File: config.mk
export PLATFORM = sky130hd
export DESIGN_NAME = div_ctrl
export DESIGN_NICKNAME = d
export VERILOG_FILES = /design/src/rtl/div_ctrl.sv
export SDC_FILE = /design/constraint.sdc
export NUM_CORES = 1
export LEC_CHECK = 0
export CORE_MARGIN = 3
export CORE_UTILIZATION = 36
export DETAILED_ROUTE_END_ITERATION = 7
export PLACE_DENSITY = 0.77
export SLEW_MARGIN = 20
export SYNTH_ARGS = -nofsm -noshare
export SYNTH_HDL_FRONTEND = slang
export SYNTH_SLANG_ARGS = --single-unit
File: constraint.sdc
create_clock -name clk -period 1.4 [get_ports clk]
set_input_delay 0.35 -clock clk [delete_from_list [all_inputs] [get_ports clk]]
set_output_delay 0.35 -clock clk [all_outputs]
set_load 0.02 [all_outputs]
File: src/rtl/div_ctrl.sv
// div_ctrl -- sequencing controller between the EX stage and the divider cores.
//
// Accepts DIV/DIVU requests from EX, hands latched operands to the divider with
// a one-cycle core_valid, stalls IF..EX while the divide is in flight and commits
// {quotient, remainder} into LO/HI. A flush while the core is busy cannot cancel
// the core operation, so the controller drains it and discards the result.
// MTHI/MTLO may write HI/LO in any state; a divide result committing in the same
// cycle takes priority. A watchdog aborts WAIT/DRAIN after TIMEOUT cycles and
// raises a sticky timeout_err.
//
// Optional feature macro: DIV_ZERO_BYPASS_EN
//   defined   : a zero divisor completes without the core (LO=all ones, HI=dividend)
//   undefined : a zero divisor is issued to the core like any other operand
//
// Ports:
//   clk, rst                    clock, synchronous active-high reset
//   req_valid/req_signed        DIV/DIVU request from EX (1 = signed)
//   req_src1/req_src2           dividend / divisor
//   flush                       flush of EX and younger stages
//   core_valid/core_signed      operand valid pulse and core select
//   core_dividend/core_divisor  latched operands
//   core_dout_valid/data        core result {quotient, remainder}
//   mthi_we/mtlo_we/mt_wdata    MTHI/MTLO commit
//   stall_o/busy_o/done_o       pipeline stall, not-idle, completion pulse
//   hi_o/lo_o                   architectural HI/LO
//   timeout_err                 sticky watchdog flag
module div_ctrl #(
    parameter int DATA_W  = 32,
    parameter int TIMEOUT = 40,
    parameter int CNT_W   = 6
) (
    input  logic                  clk,
    input  logic                  rst,
    input  logic                  req_valid,
    input  logic                  req_signed,
    input  logic [DATA_W-1:0]     req_src1,
    input  logic [DATA_W-1:0]     req_src2,
    input  logic                  flush,
    output logic                  core_valid,
    output logic                  core_signed,
    output logic [DATA_W-1:0]     core_dividend,
    output logic [DATA_W-1:0]     core_divisor,
    input  logic                  core_dout_valid,
    input  logic [2*DATA_W-1:0]   core_dout_data,
    input  logic                  mthi_we,
    input  logic                  mtlo_we,
    input  logic [DATA_W-1:0]     mt_wdata,
    output logic                  stall_o,
    output logic                  busy_o,
    output logic                  done_o,
    output logic [DATA_W-1:0]     hi_o,
    output logic [DATA_W-1:0]     lo_o,
    output logic                  timeout_err
);

    typedef enum logic [2:0] {
        S_IDLE  = 3'd0,
        S_ISSUE = 3'd1,
        S_WAIT  = 3'd2,
        S_DONE  = 3'd3,
        S_DRAIN = 3'd4
    } state_t;

    localparam logic [CNT_W-1:0] TMO_LAST = CNT_W'(TIMEOUT - 1);

    state_t              r_state;
    logic [CNT_W-1:0]    r_cnt;
    logic                r_done;
    logic                r_timeout;
    logic                r_core_signed;
    logic [DATA_W-1:0]   r_dividend;
    logic [DATA_W-1:0]   r_divisor;
    logic [DATA_W-1:0]   r_hi;
    logic [DATA_W-1:0]   r_lo;

    logic                w_accept;
    logic                w_tmo_hit;
    logic                w_stall;

    // Watchdog counter holds at its maximum instead of wrapping.
    function automatic logic [CNT_W-1:0] sat_inc(input logic [CNT_W-1:0] v);
        return (v == {CNT_W{1'b1}}) ? v : v + 1'b1;
    endfunction

    assign w_accept  = (r_state == S_IDLE) && req_valid && !flush;
    assign w_tmo_hit = (r_cnt == TMO_LAST);

    // A flush in ISSUE must suppress the operand pulse in that same cycle.
    assign core_valid = (r_state == S_ISSUE) && !flush;

    always_comb begin
        w_stall = 1'b0;
        case (r_state)
            S_IDLE:          w_stall = req_valid && !flush;
            S_ISSUE, S_WAIT: w_stall = 1'b1;
            S_DRAIN:         w_stall = req_valid;
            default:         w_stall = 1'b0;
        endcase
    end

    always_ff @(posedge clk) begin
        if (rst) begin
            r_state       <= S_IDLE;
            r_cnt         <= '0;
            r_done        <= 1'b0;
            r_timeout     <= 1'b0;
            r_core_signed <= 1'b0;
            r_dividend    <= '0;
            r_divisor     <= '0;
            r_hi          <= '0;
            r_lo          <= '0;
        end else begin
            r_done <= 1'b0;

            // MT writes go first so a same-edge divide commit below overrides them.
            if (mthi_we) r_hi <= mt_wdata;
            if (mtlo_we) r_lo <= mt_wdata;

            case (r_state)
                S_IDLE: begin
                    if (w_accept) begin
`ifdef DIV_ZERO_BYPASS_EN
                        if (req_src2 == '0) begin
                            r_lo    <= '1;
                            r_hi    <= req_src1;
                            r_done  <= 1'b1;
                            r_state <= S_DONE;
                        end else begin
                            r_core_signed <= req_signed;
                            r_dividend    <= req_src1;
                            r_divisor     <= req_src2;
                            r_state       <= S_ISSUE;
                        end
`else
                        r_core_signed <= req_signed;
                        r_dividend    <= req_src1;
                        r_divisor     <= req_src2;
                        r_state       <= S_ISSUE;
`endif
                    end
                end

                S_ISSUE: begin
                    if (flush) begin
                        r_state <= S_IDLE;
                    end else begin
                        r_cnt   <= '0;
                        r_state <= S_WAIT;
                    end
                end

                S_WAIT: begin
                    r_cnt <= sat_inc(r_cnt);
                    if (core_dout_valid) begin
                        r_lo    <= core_dout_data[2*DATA_W-1:DATA_W];
                        r_hi    <= core_dout_data[DATA_W-1:0];
                        r_done  <= 1'b1;
                        r_state <= S_DONE;
                    end else if (flush) begin
                        // Core op cannot be cancelled; wait it out and drop the result.
                        r_cnt   <= '0;
                        r_state <= S_DRAIN;
                    end else if (w_tmo_hit) begin
                        r_timeout <= 1'b1;
                        r_state   <= S_IDLE;
                    end
                end

                S_DONE: begin
                    r_state <= S_IDLE;
                end

                S_DRAIN: begin
                    r_cnt <= sat_inc(r_cnt);
                    if (core_dout_valid) begin
                        r_state <= S_IDLE;
                    end else if (w_tmo_hit) begin
                        r_timeout <= 1'b1;
                        r_state   <= S_IDLE;
                    end
                end

                default: r_state <= S_IDLE;
            endcase
        end
    end

    assign core_signed   = r_core_signed;
    assign core_dividend = r_dividend;
    assign core_divisor  = r_divisor;
    assign stall_o       = w_stall;
    assign busy_o        = (r_state != S_IDLE);
    assign done_o        = r_done;
    assign hi_o          = r_hi;
    assign lo_o          = r_lo;
    assign timeout_err   = r_timeout;

endmodule

==> results of run 1 <==
==> power by group through the flow <==
stage	registers, uW	logic (uW)	clock network (uW)
2_1_floorplan	4650	531	0
6_report	4340	2410	4580
5_1_grt	4360	2510	4820
3_5_place_dp	4400	1910	0
4_1_cts	4310	2180	4600
3_3_place_gp	4390	1900	0
==> metal layers <==
| metal | up-vias | track usage | wire length [um] |
|---|---|---|---|
| li1 | 3065 | - | - |
| met1 | 3232 | 0.296 | 9690 |
| met2 | 341 | 0.480 | 14000 |
| met3 | 87 | 0.0962 | 2170 |
| met4 | 0 | 0.0980 | 1210 |
| met5 | - | 0 | 0 |
==> per-stage QoR <==
stage                util  setup WS, ns  area (um2)  power [uW]
floorplan               -        -0.163        5730        5180
global placement    0.597        -0.732        9180        6290
detailed placement  0.597        -0.773        9180        6310
CTS                 0.724        -0.358       11100       11100
global route        0.761        -0.346       11700       11700
finish              0.761        -0.309       11700       11300
==> layout by cell type (no fill, tap or decap), types with 34 or more instances in the layout <==
master	count
a211oi_2	57
dfxtp_1	133
nand2_1	91
nor2_4	57
clkdlybuf4s50_1	162
a21oi_1	44
buf_2	110
buf_4	41
nand2_2	34
mux2i_1	64
==> flip-flops by register name, indices dropped and copies added (netlist names) <==
name,cells
core_dividend,32
r_state,3
core_signed,1
lo_o,32
core_divisor,32
timeout_err,1
hi_o,32
r_cnt,6
done_o,1
==> worst max-delay path, stage by stage (launching register included) <==
cell	delay [ns]
dfxtp_4	0.36
buf_6	0.11
or3_4	0.33
buf_6	0.14
==> area by class of cell <==
cell class	count	share of cell area
repair buffers	414	0.361
multi-input cells	456	0.323
flip-flops and latches	140	0.241
clock buffers	20	0.0390
well taps	211	0.0226
clock inverters	12	0.0118
inverters	7	0.00235
==> cells by family after synthesis <==
logic type,Yosys count,share of synthesized area
AND/OR/NAND/NOR,234,0.172
adder cells (fa/ha/maj),1,0.00219
buffers and inverters,61,0.0492
AO/OA/AOI/OAI,155,0.173
flip-flops,140,0.492
multiplexers,64,0.112
==> worst paths after layout <==
kind / slack [ns] / startpoint / cells after the start / endpoint
min: 0.38 / rst / 4 / r_cnt[2]
max: -0.31 / r_state[0] / 3 / busy_o
min reg2reg: 0.45 / core_divisor[24] / 2 / core_divisor[24]
max reg2reg: -0.29 / r_state[0] / 10 / core_dividend[28]
==> repair_timing <==
action | CTS | global route
pin swaps | 16 | 22
cloned | 20 | 11
setup endpoints to repair | 268 | 220
gates resized for setup | 594 | 287
setup buffers | 27 | 16
==> impl_metrics.toml, run 1 <==
[route]
postRouteAntennaNets = 0
routed_wire_length_per_instance_um = 21.5
wl_mm = 27.1
drc = 0
viasPerCell = 5.34
num_vias = 6725
drt_iter0_drc = 271
firstDrtPassIters = 4

[placed_design]
dp_hpwl_mm = 13.6
numPortBuffers = 301
place_congestion = 0.799
dp_cells = 1158

[clock_tree]
cts_hold_buf = 0
h-tree-depth = 4
path_clk_slew_ns = 0.06
cts_tree = "yes"
cts.path.max_buffers = 2
cts_made_buffers = 17
worstSkewPairLatency_ns = 0.42
cts_root_buf = "clkbuf_16"
cts_sinks = 140

[cells_and_area]
multiInputGateArea_mm2 = 0.00377
seq_area_mm2 = 0.00282
drive_gt1_frac = 0.473
fillCellCount = 951
antennaDiodeCount = 0
area_growth_pct = 105
fin_cells = 1260
layout.nets = 1205

[sta]
tightest_slew_ns = 0.468
fmax_mhz = 585
hold_violations = 0
min_period_over_period = 1.22
setup_viol = 142
setup_slack_ns = -0.309
slew_headroom = 0.688
fin_skew_ns = 0.00737
rsz0062_at_grt = "yes"
final.min_clock_period_ns = 1.71
holdWs_ns = 0.382
tns_ns = -27.83
slew_violations = 0

[critical_path]
required_ns = 1.05
worstSetupStartpointType = "flip-flop"
end_kind = "output pin"
worst-setup-path-type = "flip-flop to output pin"
critPathArrivalTime_ns = 1.36
crit_fanout = 4

[synthesis]
synthTopCellsByCount = "dfxtp_1 (140), nand2_1 (135), nor2_1 (70)"
synth_top_area_share = 0.492
synth.most_common_cell = "dfxtp_1"
yosys-top-cells-area = "dfxtp_1 (49%), mux2i_1 (11%), nand2_1 (8.9%)"
avgSynthCellArea_um2 = 8.70
ys_seq_area_frac = 0.492
synth_nets = 824
synth_cells = 655
ys_warn_count = 0
synth-seq-cells = 140
netlist-cell-type-count = 43
yosys_most_used_dff = "dfxtp_1"
netlist_area_mm2 = 0.00570
synth_edf_count = 0
async_flop_share = 0
synth_top_area_cell = "dfxtp_1"

[grt]
antenna_found_initial = 0
grt_pass1_vias = 6578
track_usage = 0.270
grt_max_degree = 68
grt_pass1_wl_mm = 37.2
grt_overflow = 0

[status]
status = "finished, violations left"
violations = "negative setup slack"

[floorplanning]
ios = 302
die_x_um = 132
start_util = 0.371
rows = 45
core_mm2 = 0.0154
die_area_mm2 = 0.0174
die_y_um = 132

[hold_path]
hp-class = "input port to flip-flop"

[pwr]
swShare = 0.280
seq_power_share = 0.383
switchingPower_uw = 3170
ir_worst_vdd_mv = 0.881
p_leak_uw = 0.00479
comb_power_share = 0.213
powerDensity_mw_per_mm2 = 968
internal_power_uw = 8160
p_clk_frac = 0.404

[job]
maxCapViolCount = 0
Note: power is estimated with default switching activity, not from simulation.
==> inputs of run 2 (changes only) <==
--- a/config.mk
+++ b/config.mk
@@ -9,6 +9,7 @@
 export CORE_UTILIZATION = 36
 export DETAILED_ROUTE_END_ITERATION = 7
 export PLACE_DENSITY = 0.77
+export REMOVE_ABC_BUFFERS = 1
 export SLEW_MARGIN = 20
 export SYNTH_ARGS = -nofsm -noshare
 export SYNTH_HDL_FRONTEND = slang
==> run 2 against run 1 <==
The flow still finishes with violations (negative setup slack). Fmax down 0.48%. Largest cell class is now multi-input gates. Worst setup slack worse by 0.0083 ns. Power up 1.2%. Sequential power about the same. Highest routed layer is now met5. Flip-flop and latch count unchanged. Worst hold slack better by 0.043 ns.
==> impl_metrics.toml, run 2 (same netlist as run 1, synthesis figures left out) <==
[status]
status = "finished, violations left"
violations = "negative setup slack"

[job]
maxCapViolCount = 0

[hold_path]
hold_path_depth = 4
min_from = "rst"
hold_path_end = "r_cnt[2]"
hp-class = "input port to flip-flop"

[critical_path]
reg2reg_slack_ns = -0.29
required_ns = 1.05
worst-path-buf-inv = 2
path_cells = "buf_4 > nor4b_4 > buf_4"
r2r_end = "core_divisor[9]"
crit_fanout = 4
slowest_stage = "dfxtp_4"
end_kind = "output pin"
worst-setup-path-type = "flip-flop to output pin"
worstSetupStartpointType = "flip-flop"
cp_top_family = "flip-flops"
crit_start = "r_state[0]"
r2r-start = "r_state[0]"
cpMostUsedCell = "buf_4"
ff2ff_path_depth = 9
critPathArrivalTime_ns = 1.37
critPathMaxStageDelay_ns = 0.38

[clock_tree]
h-tree-depth = 4
cts.path.max_buffers = 2
cts_made_buffers = 17
path_clk_slew_ns = 0.06
cts_hold_buf = 0
cts_sinks = 140
cts_tree = "yes"
cts_root_buf = "clkbuf_16"
worstSkewPairLatency_ns = 0.43

[sta]
setup_slack_ns = -0.317
hold_violations = 0
min_period_over_period = 1.23
slew_headroom = 0.680
setup_viol = 161
tns_ns = -23.10
tightest_slew_ns = 0.480
fmax_mhz = 582
fin_skew_ns = 0.0131
rsz0062_at_grt = "yes"
slew_violations = 0
final.min_clock_period_ns = 1.72
holdWs_ns = 0.425

[grt]
grt_pass1_vias = 6422
grt_pass1_wl_mm = 35.3
grt_overflow = 0
antenna_found_initial = 1
grt_max_degree = 75
track_usage = 0.256

[pwr]
ir_worst_vdd_mv = 0.821
p_leak_uw = 0.00488
powerDensity_mw_per_mm2 = 958

[floorplanning]
die_area_mm2 = 0.0174
start_util = 0.371
core_mm2 = 0.0154
rows = 45
die_y_um = 132
die_x_um = 132
ios = 302

[route]
routed_wire_length_per_instance_um = 21.5
viasPerCell = 5.34
drt_iter0_drc = 374
firstDrtPassIters = 5
num_vias = 6712
drc = 0
postRouteAntennaNets = 0
wl_mm = 27.1

[placed_design]
place_congestion = 0.839
numPortBuffers = 301
dp_hpwl_mm = 13.6

[cells_and_area]
final_common_cell = "clkdlybuf4s50_1"
antennaDiodeCount = 0
final_cell_mix = "clkdlybuf4s50_1 (162), dfxtp_1 (133), buf_2 (101)"
layout.nets = 1203
area_growth_pct = 110
drive_gt1_frac = 0.530
==> run 2: worst min-delay path: cells and delay by family <==
kind / cells / cell delay (ns)
and+or+nand+nor: 2 / 0.20
buffers and inverters: 1 / 0.17
AOI/OAI and AO/OA: 1 / 0.07
==> run 2: per-layer routing <==
| metal | wire (um) | share of wire | GRT usage | vias up |
|---|---|---|---|---|
| met2 | 13800 | 0.51 | 0.464 | 348 |
| li1 | - | - | - | 3054 |
| met4 | 960 | 0.035 | 0.0846 | 2 |
| met3 | 2040 | 0.075 | 0.0851 | 80 |
| met1 | 10200 | 0.38 | 0.281 | 3228 |
| met5 | 20 | 0.00074 | 0 | - |
==> run 2: worst max-delay path by stage <==
stage / end / slack (ns) / depth (start not counted)
after floorplan: hi_o[0] / -1.21 / 4
after global placement: stall_o / -0.76 / 5
after detailed placement: stall_o / -0.74 / 5
after CTS: stall_o / -0.27 / 5
after global routing: core_divisor[9] / -0.36 / 9
final: core_valid / -0.32 / 3
==> run 2: metrics by stage <==
| stage | total power [uW] | area (um2) | util | std cells | setup slack, ns |
|---|---|---|---|---|---|
| floorplan | 5060 | 5450 | - | 601 | -1.21 |
| global placement | 6300 | 9220 | 0.600 | 1164 | -0.758 |
| detailed placement | 6310 | 9220 | 0.600 | 1164 | -0.743 |
| CTS | 11100 | 11000 | 0.714 | 1241 | -0.273 |
| global route | 11800 | 12000 | 0.778 | 1258 | -0.364 |
| finish | 11500 | 12000 | 0.778 | 1258 | -0.317 |
==> run 2: repair_timing <==
action | CTS | global route
setup endpoints to repair | 272 | 220
buffers inserted | 21 | 25
gates resized for setup | 543 | 463
gates cloned | 24 | 7
pin swaps | 9 | 133
==> run 2: power by group <==
group	total [uW]	switching, uW	internal [uW]	leakage (uW)
clock network	4550	1860	2690	0.000278
registers	4370	170	4200	0.00115
logic	2540	1250	1290	0.00345
total	11500	3290	8170	0.00488
==> run 2: cell type report <==
type                            instances  area [um2]
Tap cell                              211         264
Clock buffer                           20         447
Timing Repair Buffer                  411        4100
Inverter                                7        31.3
Clock inverter                         12         136
Multi-Input combinational cell        457        4160
Fill cell                             908        3410
Sequential cell                       140        2820
==> inputs of run 3 (changes only) <==
--- a/config.mk
+++ b/config.mk
@@ -10,6 +10,7 @@
 export DETAILED_ROUTE_END_ITERATION = 7
 export PLACE_DENSITY = 0.77
 export REMOVE_ABC_BUFFERS = 1
+export SKIP_CTS_REPAIR_TIMING = 1
 export SLEW_MARGIN = 20
 export SYNTH_ARGS = -nofsm -noshare
 export SYNTH_HDL_FRONTEND = slang
==> run 3 against run 2 <==
The run still ends with negative setup slack left. Register-to-register slack improved by 0.02 ns. First-iteration DRC count decreased by 14%. Clock skew decreased by 0.0064 ns. Wire length decreased by 3.3%. Sequential power decreased by 0.9%. Non-clock buffer count decreased by 18. Design area decreased by 0.30%. Clock power about the same. Utilization decreased by 0.24 points. Cell count decreased by 1.5%. Via count decreased by 2.4%. Count of clock-buffer cells in the layout unchanged. Largest power group unchanged.
==> impl_metrics.toml, run 3 (same netlist as run 1, synthesis figures left out) <==
[status]
status = "finished, violations left"
violations = "negative setup slack"

[critical_path]
worst-path-buf-inv = 3
cp_top_family = "buffers and inverters"
critPathMaxStageDelay_ns = 0.36
end_kind = "output pin"
ff2ff_path_depth = 9
path_cells = "buf_4 > inv_1 > a21oi_1 > o21ai_1 > buf_2"
required_ns = 1.05
worst-setup-path-type = "flip-flop to output pin"
critPathArrivalTime_ns = 1.35
path_depth = 5
crit_fanout = 6
slowest_stage = "dfxtp_4"
worstSetupStartpointType = "flip-flop"

[sta]
slew_headroom = 0.650
fin_skew_ns = 0.00666
tns_ns = -21.10
hold_violations = 0
setup_viol = 140
rsz0062_at_grt = "yes"
final.min_clock_period_ns = 1.70
setup_slack_ns = -0.303
tightest_slew_ns = 0.525
min_period_over_period = 1.22
slew_violations = 0
fmax_mhz = 587

[floorplanning]
die_area_mm2 = 0.0174
rows = 45
core_mm2 = 0.0154
ios = 302
die_x_um = 132
start_util = 0.371
die_y_um = 132

[grt]
antenna_found_initial = 2
grt_pass1_vias = 5626
grt_max_degree = 75
grt_pass1_wl_mm = 29.0
track_usage = 0.207
grt_overflow = 0

[clock_tree]
cts_root_buf = "clkbuf_16"
path_clk_slew_ns = 0.06
cts_made_buffers = 17
cts.path.max_buffers = 2
h-tree-depth = 4
cts_sinks = 140
cts_tree = "yes"
worstSkewPairLatency_ns = 0.42

[placed_design]
post-place-ws_ns = -0.743
numPortBuffers = 301
place_area_mm2 = 0.00922
dp_hpwl_mm = 13.6
place_congestion = 0.839

[route]
firstDrtPassIters = 4
num_vias = 6548
drc = 0
routed_wire_length_per_instance_um = 21.1
wl_mm = 26.2
drt_iter0_drc = 322
postRouteAntennaNets = 0
viasPerCell = 5.28

[pwr]
ir_worst_vdd_mv = 0.834
powerDensity_mw_per_mm2 = 942
p_leak_uw = 0.00634

[cells_and_area]
final_cell_mix = "clkdlybuf4s50_1 (163), dfxtp_1 (135), dlymetal6s2s_1 (116)"
drive_gt1_frac = 0.354
final_common_cell = "clkdlybuf4s50_1"
area_growth_pct = 109
layout.nets = 1183
postLayoutCoreUtil = 0.776
final_area_mm2 = 0.0119

[hold_path]
hp-class = "input port to flip-flop"
hold_path_depth = 4

[job]
maxCapViolCount = 0
-- run 3: cell count changes in the layout (fill, tap and decap cells not counted), sizes merged, moves of 2 or more --
cell / delta
dlygate4sd2: -2
clkbuf: +24
dlymetal6s2s: +116
buf: -127
clkdlybuf4s15: -30
nand3: -2
-- run 3: metrics by stage --
stage               hold slack, ns  power [uW]  cells
global placement             0.441        6300   1164
CTS                          0.388       10800   1196
floorplan                    0.419        5060    601
finish                       0.412       11200   1239
global route                 0.415       11500   1239
detailed placement           0.445        6310   1164
-- run 3: final cells by class --
cell class | instances | area (um2)
fillers | 904 | 3450
clock inverters | 12 | 136
flip-flops and latches | 140 | 2820
multi-input cells | 455 | 3740
repair buffers | 393 | 4490
well taps | 211 | 264
clock buffers | 20 | 447
diodes | 1 | 2.50
inverters | 7 | 26.3
-- run 3: path summary, 6_finish.rpt --
path | startpoint | end | slack, ns
setup / recovery | r_state[2] | stall_o | -0.30
hold / removal | rst | r_cnt[2] | 0.41
setup reg to reg | r_state[2] | core_divisor[18] | -0.27
hold reg to reg | core_dividend[24] | core_dividend[24] | 0.45
-- run 3: routing by layer --
metal  track usage  share of wire  routed length (um)  vias to the layer above
li1              -              -                   -                     3005
met1         0.233           0.38                9830                     3147
met2         0.348           0.51               13300                      325
met3        0.0966          0.080                2110                       69
met4        0.0683          0.036                 947                        2
met5             0        0.00050                  13                        -
-- run 3: worst min-delay path: stages --
cell and delay (ns):
buf_4 0.17, a211oi_2 0.07, or4b_1 0.15, nand2_1 0.04
-- run 3: power by group --
| group | switching [uW] | internal (uW) | total, uW | leakage (uW) |
|---|---|---|---|---|
| registers | 131 | 4200 | 4330 | 0.00115 |
| clock network | 1830 | 2690 | 4520 | 0.000278 |
| logic | 1150 | 1240 | 2390 | 0.00491 |
| total | 3110 | 8130 | 11200 | 0.00634 |
